==> src/rtl/frame_overlay.sv <==
// Draws up to NUM_WIN rectangular window borders on a scaled pixel grid; configuration is
// shadowed and committed at the start of vertical blank. Blink support: FRAME_OVERLAY_BLINK_EN.
module frame_overlay #(
   parameter int NUM_WIN      = 4,
   parameter int SCALE_SHIFT  = 2,
   parameter int COORD_W      = 8,
   parameter int THICK_W      = 3,
   parameter int H_ACTIVE     = 640,
   parameter int V_ACTIVE     = 480,
   parameter int BLINK_FRAMES = 32
) (
   input  logic                                          clk,
   input  logic                                          rst,
   input  logic [9:0]                                    counter_x,
   input  logic [9:0]                                    counter_y,
   input  logic                                          cfg_valid,
   output logic                                          cfg_ready,
   input  logic [$clog2((NUM_WIN > 1) ? NUM_WIN : 2)-1:0] cfg_win,
   input  logic [COORD_W-1:0]                            cfg_x0,
   input  logic [COORD_W-1:0]                            cfg_x1,
   input  logic [COORD_W-1:0]                            cfg_y0,
   input  logic [COORD_W-1:0]                            cfg_y1,
   input  logic [THICK_W-1:0]                            cfg_thick,
   input  logic                                          cfg_en,
   input  logic                                          cfg_blink,
   output logic                                          draw_frame,
   output logic [$clog2((NUM_WIN > 1) ? NUM_WIN : 2)-1:0] draw_win_id,
   output logic                                          frame_tick
);

   localparam int IDW = $clog2((NUM_WIN > 1) ? NUM_WIN : 2);
   localparam int SW  = COORD_W + 2;

   typedef struct packed {
      logic [COORD_W-1:0] x0, x1, y0, y1;
      logic [THICK_W-1:0] thick;
      logic               en;
`ifdef FRAME_OVERLAY_BLINK_EN
      logic               blink;
`endif
   } win_t;

   // Handshake: a word transfers on any rising clk edge where cfg_valid && cfg_ready;
   // cfg_ready drops only in reset, the cycle after it, and the commit cycle.
   logic at_commit_pos, commit, accept;
   logic ready_q, ready_d;
   win_t cfg_word;
   win_t shadow_q [NUM_WIN];
   win_t shadow_d [NUM_WIN];
   win_t active_q [NUM_WIN];
   win_t active_d [NUM_WIN];

   assign at_commit_pos = (counter_x == 10'd0) && (counter_y == 10'(V_ACTIVE));
   assign commit        = ~rst & at_commit_pos;
   assign cfg_ready     = ready_q & ~at_commit_pos;
   assign frame_tick    = commit;
   assign accept        = cfg_valid & cfg_ready;
   assign ready_d       = 1'b1;

   always_comb begin
      cfg_word       = '0;
      cfg_word.x0    = cfg_x0;
      cfg_word.x1    = cfg_x1;
      cfg_word.y0    = cfg_y0;
      cfg_word.y1    = cfg_y1;
      cfg_word.thick = cfg_thick;
      cfg_word.en    = cfg_en;
`ifdef FRAME_OVERLAY_BLINK_EN
      cfg_word.blink = cfg_blink;
`endif
   end

   // Out-of-range window indices match no slot, so such words are accepted and dropped.
   always_comb begin
      shadow_d = shadow_q;
      if (accept) begin
         for (int i = 0; i < NUM_WIN; i++) begin
            if (cfg_win == IDW'(i)) shadow_d[i] = cfg_word;
         end
      end
      active_d = commit ? shadow_q : active_q;
   end

`ifdef FRAME_OVERLAY_BLINK_EN
   localparam int BCW = (BLINK_FRAMES > 1) ? $clog2(BLINK_FRAMES) : 1;
   logic [BCW-1:0] blink_cnt_q, blink_cnt_d;
   logic           blink_phase_q, blink_phase_d;

   always_comb begin
      blink_cnt_d   = blink_cnt_q;
      blink_phase_d = blink_phase_q;
      if (commit) begin
         if (blink_cnt_q == BCW'(BLINK_FRAMES - 1)) begin
            blink_cnt_d   = '0;
            blink_phase_d = ~blink_phase_q;
         end else begin
            blink_cnt_d = blink_cnt_q + BCW'(1);
         end
      end
   end
`else
   logic unused_blink;
   assign unused_blink = cfg_blink | (BLINK_FRAMES == 0);
`endif

   // Stage 1: grid coordinates and active-area flag.
   logic [COORD_W-1:0] sx_q, sx_d, sy_q, sy_d;
   logic               act_q, act_d;

   assign sx_d  = COORD_W'(counter_x >> SCALE_SHIFT);
   assign sy_d  = COORD_W'(counter_y >> SCALE_SHIFT);
   assign act_d = (counter_x < 10'(H_ACTIVE)) && (counter_y < 10'(V_ACTIVE));

   // Stage 2: per-window border test against the committed configuration.
   logic [NUM_WIN-1:0] win_draw;

   for (genvar i = 0; i < NUM_WIN; i++) begin : g_win
      logic signed [SW-1:0] sx_s, sy_s, x0_s, x1_s, y0_s, y1_s, t_s;
      logic                 outer, border, shown;

      assign sx_s = $signed(SW'(sx_q));
      assign sy_s = $signed(SW'(sy_q));
      assign x0_s = $signed(SW'(active_q[i].x0));
      assign x1_s = $signed(SW'(active_q[i].x1));
      assign y0_s = $signed(SW'(active_q[i].y0));
      assign y1_s = $signed(SW'(active_q[i].y1));
      assign t_s  = (active_q[i].thick == '0) ? SW'(1) : $signed(SW'(active_q[i].thick));

      assign outer  = (x0_s <= sx_s) && (sx_s <= x1_s) && (y0_s <= sy_s) && (sy_s <= y1_s);
      // An over-thick border leaves no interior, which yields a filled rectangle.
      assign border = outer && ((sx_s < x0_s + t_s) || (sx_s > x1_s - t_s) ||
                                (sy_s < y0_s + t_s) || (sy_s > y1_s - t_s));
`ifdef FRAME_OVERLAY_BLINK_EN
      assign shown  = active_q[i].en && (!active_q[i].blink || blink_phase_q);
`else
      assign shown  = active_q[i].en;
`endif
      assign win_draw[i] = shown & border;
   end

   logic           draw_frame_q, draw_frame_d;
   logic [IDW-1:0] draw_win_id_q, draw_win_id_d;

   always_comb begin
      draw_frame_d  = act_q & (|win_draw);
      draw_win_id_d = '0;
      if (act_q) begin
         for (int i = NUM_WIN - 1; i >= 0; i--) begin
            if (win_draw[i]) draw_win_id_d = IDW'(i);
         end
      end
   end

   assign draw_frame  = draw_frame_q;
   assign draw_win_id = draw_win_id_q;

   always_ff @(posedge clk) begin
      if (rst) begin
         ready_q       <= 1'b0;
         shadow_q      <= '{default: '0};
         active_q      <= '{default: '0};
         sx_q          <= '0;
         sy_q          <= '0;
         act_q         <= 1'b0;
         draw_frame_q  <= 1'b0;
         draw_win_id_q <= '0;
`ifdef FRAME_OVERLAY_BLINK_EN
         blink_cnt_q   <= '0;
         blink_phase_q <= 1'b1;
`endif
      end else begin
         ready_q       <= ready_d;
         shadow_q      <= shadow_d;
         active_q      <= active_d;
         sx_q          <= sx_d;
         sy_q          <= sy_d;
         act_q         <= act_d;
         draw_frame_q  <= draw_frame_d;
         draw_win_id_q <= draw_win_id_d;
`ifdef FRAME_OVERLAY_BLINK_EN
         blink_cnt_q   <= blink_cnt_d;
         blink_phase_q <= blink_phase_d;
`endif
      end
   end

endmodule
==> config.mk <==
export PLATFORM = sky130hd
export DESIGN_NAME = frame_overlay
export DESIGN_NICKNAME = d
export VERILOG_FILES = /design/src/rtl/frame_overlay.sv
export SDC_FILE = /design/constraint.sdc
export NUM_CORES = 1
export LEC_CHECK = 0
export ABC_AREA = 0
export CAP_MARGIN = 10
export CORE_AREA = 2 2 214 216
export DETAILED_ROUTE_END_ITERATION = 8
export DIE_AREA = 0 0 216 218
export GPL_ROUTABILITY_DRIVEN = 0
export PLACE_DENSITY = 0.57
export SLEW_MARGIN = 20
export SYNTH_ARGS = -nofsm -noshare
export SYNTH_HDL_FRONTEND = slang
export SYNTH_SLANG_ARGS = --single-unit
==> constraint.sdc <==
create_clock -name clk -period 4.6 [get_ports clk]
set_input_delay 0.92 -clock clk [delete_from_list [all_inputs] [get_ports clk]]
set_output_delay 0.92 -clock clk [all_outputs]
set_load 0.005 [all_outputs]
## Word-level counts from Yosys, hierarchy flattened

Index checks and enable logic that the tools add are counted.

- Flip-flop bits (word level): 309
- Input bits: 62
- Output and inout bits: 5
- Word-level logic and storage cells: 171

- Add/sub/neg operators: 16
- Magnitude comparators: 34
- Eq/ne operators: 4
- Muxes and demuxes: 8
- Bitwise logic cells: 11
- Reduce and logical (&&, ||, !) cells: 43

Operator list:

| kind | number |
|---|---|
| 8-bit <= comparator | 16 |
| 8-bit by 3-bit adder with 9-bit output | 8 |
| 9-bit > comparator | 8 |
| 8-bit by 9-bit less-than comparator with 1-bit output | 8 |
| 8-bit by 3-bit subtractor with 9-bit output | 8 |
| 1-bit logical AND | 18 |
| 3-bit zero test | 4 |
| 1-bit logical OR | 12 |
| 3-bit 2-to-1 mux | 4 |
| 10-bit by 9-bit == test with 1-bit output (second input constant) | 1 |
| 10-bit zero test | 1 |
| 10-bit less-than comparator (second input constant) | 1 |
| 10-bit by 9-bit less-than comparator with 1-bit output (second input constant) | 1 |
| 1-bit bitwise AND | 8 |
| 2-bit AND reduction | 4 |
| 4-bit OR reduction | 2 |
| 2-bit == test (second input constant) | 2 |
| 2-bit 2-to-1 mux | 2 |
| 1-bit NOT | 3 |
| 3-bit OR reduction | 1 |
| 2-bit by 1-bit == test with 1-bit output (second input constant) | 1 |
| 2-bit zero test | 1 |
| 1-bit 2-to-1 mux | 2 |

## Depth between registers and ports, before layout

- Depth after elaboration: 12
- Gate-level depth with buffers: 16

## Least setup slack after synthesis

No wires, ideal clock.

- Path kind: flip-flop to flip-flop
- Start: register active_q[2] in the netlist's numbering
- End: register draw_frame_q, in the netlist draw_frame
- Arrival: 3.425 ns
- Slack: 1.033 ns
- Stages on the path, launching flop included: 16
- Buffers on the path: 0
- Clock period less this slack: 3.567 ns
- Cells stage by stage: dfxtp_1 > inv_1 > ha_1 > nor2b_1 > o21ai_0 > nand2b_1 > or3_1 > nor3_1 > xnor2_1 > ha_1 > a21o_1 > a2111oi_0 > a211oi_1 > or4_1 > a2bb2oi_1 > a311oi_1

- Word-level cells in the longest chain between the ends: 11
- Elaborated cells between the ends (all ways): 17

Ends and longest elaborated chain:

| element | line | RTL |
|---|---|---|
| start, declared | 50 | `win_t active_q [NUM_WIN];` |
| start signal, assigned | 174 | `active_q <= active_d;` |
| 3-bit zero test | 127 | `assign t_s = (active_q[i].thick == '0) ? SW'(1) : $signed(SW'(active_q[i].thick));` |
| 3-bit 2-to-1 mux (*) | 127 |  |
| 8-bit by 3-bit adder with 9-bit output / 8-bit by 3-bit subtractor with 9-bit output (equally long branches) | 131 | `assign border = outer && ((sx_s < x0_s + t_s) \|\| (sx_s > x1_s - t_s) \|\|` |
| 8-bit by 9-bit less-than comparator with 1-bit output / 9-bit > comparator (equally long branches) | 131 |  |
| 1-bit logical OR (2 in a row) | 131 |  |
| 1-bit logical OR (*) | 132 | `(sy_s < y0_s + t_s) \|\| (sy_s > y1_s - t_s));` |
| 1-bit logical AND (*) | 131 |  |
| 1-bit bitwise AND (*) | 138 | `assign win_draw[i] = shown & border;` |
| 4-bit OR reduction (*) | 145 | `draw_frame_d = act_q & (\|win_draw);` |
| 1-bit bitwise AND (*) | 145 |  |
| end signal, assigned | 178 | `draw_frame_q <= draw_frame_d;` |
| end, declared | 141 | `logic draw_frame_q, draw_frame_d;` |

Every way passes the cells marked *; elsewhere a longest branch is shown, timed or not.
A chain may end at the register's enable or synchronous reset.

## Worst setup path after layout

- Start: register active_q[38] in the netlist's numbering
- End: register draw_frame_q, in the netlist draw_frame

The elaborated chain is that of the path after synthesis.

==> impl_metrics.tcl <==
set metrics [dict create \
    synth-main-ff-cell "dfxtp_1" \
    leakagePower_nw 8.30 \
    hold_slack_ps 448 \
    nFillCells 4450 \
    vdd_drop_max_uv 300 \
    viasPerCell 5.44 \
    cts_hold_buf 0 \
    clock_latency_ps 550 \
    relSlewSlack_pct 38.3 \
    max-cap-violations 0 \
    antenna_found_initial 1 \
    fin_ws_ps 324 \
    fin_util_pct 48.1 \
    ys_types 63 \
    dp_slack_ps 322 \
    hp-class "reg -> reg" \
    yosys.area.top_type_share_pct 32.6 \
    drc 0 \
    layout_common_cells "618 x nand2_1, 366 x a21oi_1, 309 x dfxtp_1" \
    grt_pass1_wl_um 90100 \
    nets 2797 \
    synthCells 2369 \
    crit_family "compound AO/OA/AOI/OAI gates" \
    yosysWarnings 0 \
    clk_pin_slew_ps 60 \
    synth_edf_count 0 \
    cts_root_buf "clkbuf_16" \
    ys_seq_area_share_pct 32.6 \
    drive_gt1_share_pct 4.82 \
    crit_path_max_incr_delay_ps 610 \
    finalClockSkew_ps 12.1 \
    routed_wl_um 58500 \
    criticalPathCategory "reg -> reg" \
    port_buffers 65 \
    fin_setup_tns_ps 0 \
    grt_overflow 0 \
    async_flop_share_pct 0 \
    synth_area_leader_cell "dfxtp_1" \
    die_w_um 216 \
    htree_levels 2 \
    setup_viol 0 \
    rsz0062_at_grt "no" \
    crit_path_frequent_cell "ha_1" \
    vias 16595 \
    path_buf_inv 1 \
    fp-row-count 78 \
    dpl-instance-area_mm2 0.0204 \
    worstPathRequired_ps 5000 \
    wl_per_cell_um 19.2 \
    crit_arrival_ps 4670 \
    drt_iter0_drc 1248 \
    antennaDiodeCount 0 \
    num_io_pins 67 \
    cp-start-kind "flop" \
    status "finished clean" \
    dr.pass1.iters 5 \
    hold_violations 0 \
    netlist_top_cells_area "dfxtp_1 33%, ha_1 19%, nand2_1 12%" \
    grt_use_total_pct 24.8 \
    cts_tree "built" \
    area_delta_synth_final_pct 13.6 \
    fin_area_mm2 0.0216 \
    ctsLongestPathBuffers 3 \
    period_minus_slack_ps 4280 \
    dieHeight_um 218 \
    postCtsSetupBuffers 0 \
    ctsResizeCount 0 \
    clock_sinks 309 \
    core-area_mm2 0.0449 \
    final_common_cell "nand2_1" \
    max_freq_ghz 0.234 \
    crit_slowest_cell "o21bai_1" \
    syn_area_per_cell_um2 8.02 \
    grt_max_degree 79 \
    path_max_fanout 8 \
    start_util_pct 42.3 \
    cellPowerDensity_mw_per_mm2 291 \
    cp_cell_sequence "o21bai_1, ha_1, inv_1, fa_1, nor2b_1, o2111ai_1, xor2_1, ha_1, nand3_1, nor3_1, o211ai_1, nor4_1, a2bb2oi_1, a311oi_1" \
    min_period_over_period_pct 93.0 \
    maxSlewViolCount 0 \
    dieArea_mm2 0.0471 \
    netlist_area_mm2 0.0190 \
    syn_nets 2743 \
    final_antenna_net_count 0 \
    ys_seq_elements 309 \
    cts_buffers 37 \
    post-dp-hpwl_um 42100 \
    grt_pass1_vias 15924 \
    worst_slew_pin_slew_ps 926 \
    setup.worst_path.end_class "flop" \
]
## area by class of cell
cell class                      count  area, um2  area share (%)
Multi-Input combinational cell   1839      11900            55.1
Sequential cell                   309       6190            28.7
Timing Repair Buffer              110       1070            4.95
Clock buffer                       45        976            4.52
Tap cell                          600        751            3.48
Inverter                          126        473            2.19
Clock inverter                     20        229            1.06
## tightest hold or removal path: cells and delay by family (launching register included)
| family | cells | cell delay (ps) |
|---|---|---|
| AND/OR/NAND/NOR | 1 | 50 |
| flip-flops | 1 | 310 |
| AO/OA/AOI/OAI | 1 | 50 |
## registers in the layout, summed over array words and instances, names as in the netlist
name,count
act_q,1
active_q,140
draw_frame,1
draw_win_id,2
g_win.shown,4
ready_q,1
shadow_q,144
sx_q,8
sy_q,8
## cell usage after synthesis, types with 14 or more instances
| cell type | instances |
|---|---|
| nand4_1 | 40 |
| a211oi_1 | 15 |
| nand2_1 | 618 |
| clkbuf_1 | 60 |
| a21oi_1 | 366 |
| xnor2_1 | 58 |
| ha_1 | 296 |
| nor3_1 | 27 |
| nand3_1 | 29 |
| inv_1 | 126 |
| o21ai_0 | 55 |
| or3_1 | 14 |
| fa_1 | 16 |
| xor2_1 | 38 |
| dfxtp_1 | 309 |
| nor2b_1 | 51 |
| nor2_1 | 40 |
| buf_4 | 17 |
| nand2b_1 | 18 |
| a21o_1 | 40 |
| buf_2 | 14 |
## path summary, 6_finish.rpt
| path | to | slack (ps) | startpoint | cells past startpoint |
|---|---|---|---|---|
| hold reg to reg | active_q[127]$_SDFFE_PP0P_ | 450 | shadow_q[127]$_SDFFE_PP0P_ | 2 |
| setup / recovery | draw_frame$_SDFF_PP0_ | 320 | active_q[38]$_SDFFE_PP0P_ | 14 |
| hold / removal | active_q[127]$_SDFFE_PP0P_ | 450 | shadow_q[127]$_SDFFE_PP0P_ | 2 |
| setup reg to reg | draw_frame$_SDFF_PP0_ | 320 | active_q[38]$_SDFFE_PP0P_ | 14 |
## cells by family (layout without fill, tap and decap cells)
kind of cell               Yosys count  after routing  share of synthesized area, %
AOI/OAI and AO/OA                  552            552                          16.4
muxes                                4              4                         0.211
adders and majority gates          312            312                          21.2
and+or+nand+nor                    875            875                          20.2
DFF                                309            309                          32.6
buffers and inverters              221            301                          4.95
xor gates and xnor gates            96             96                          4.43
## power breakdown
group	switching [W]	internal [W]	leakage, nW	total [W]
logic	0.000323	0.000207	5.22	0.000530
registers	0.0000413	0.00271	2.50	0.00275
clock network	0.00125	0.00175	0.583	0.00300
## per-layer routing
layer	vias to the layer above	wire [um]	track usage, %
li1	8244	-	-
met1	7826	27400	33.7
met2	411	25500	39.6
met3	114	3160	3.43
met4	0	2440	9.98
met5	-	0	0
## per-stage QoR
step,std cells,total power [W]
5_1_grt,3049,0.00648
3_3_place_gp,2984,0.00332
2_1_floorplan,2369,0.00309
6_report,3049,0.00628
3_5_place_dp,2984,0.00334
4_1_cts,3049,0.00633
(Power assumes the default switching activity.)
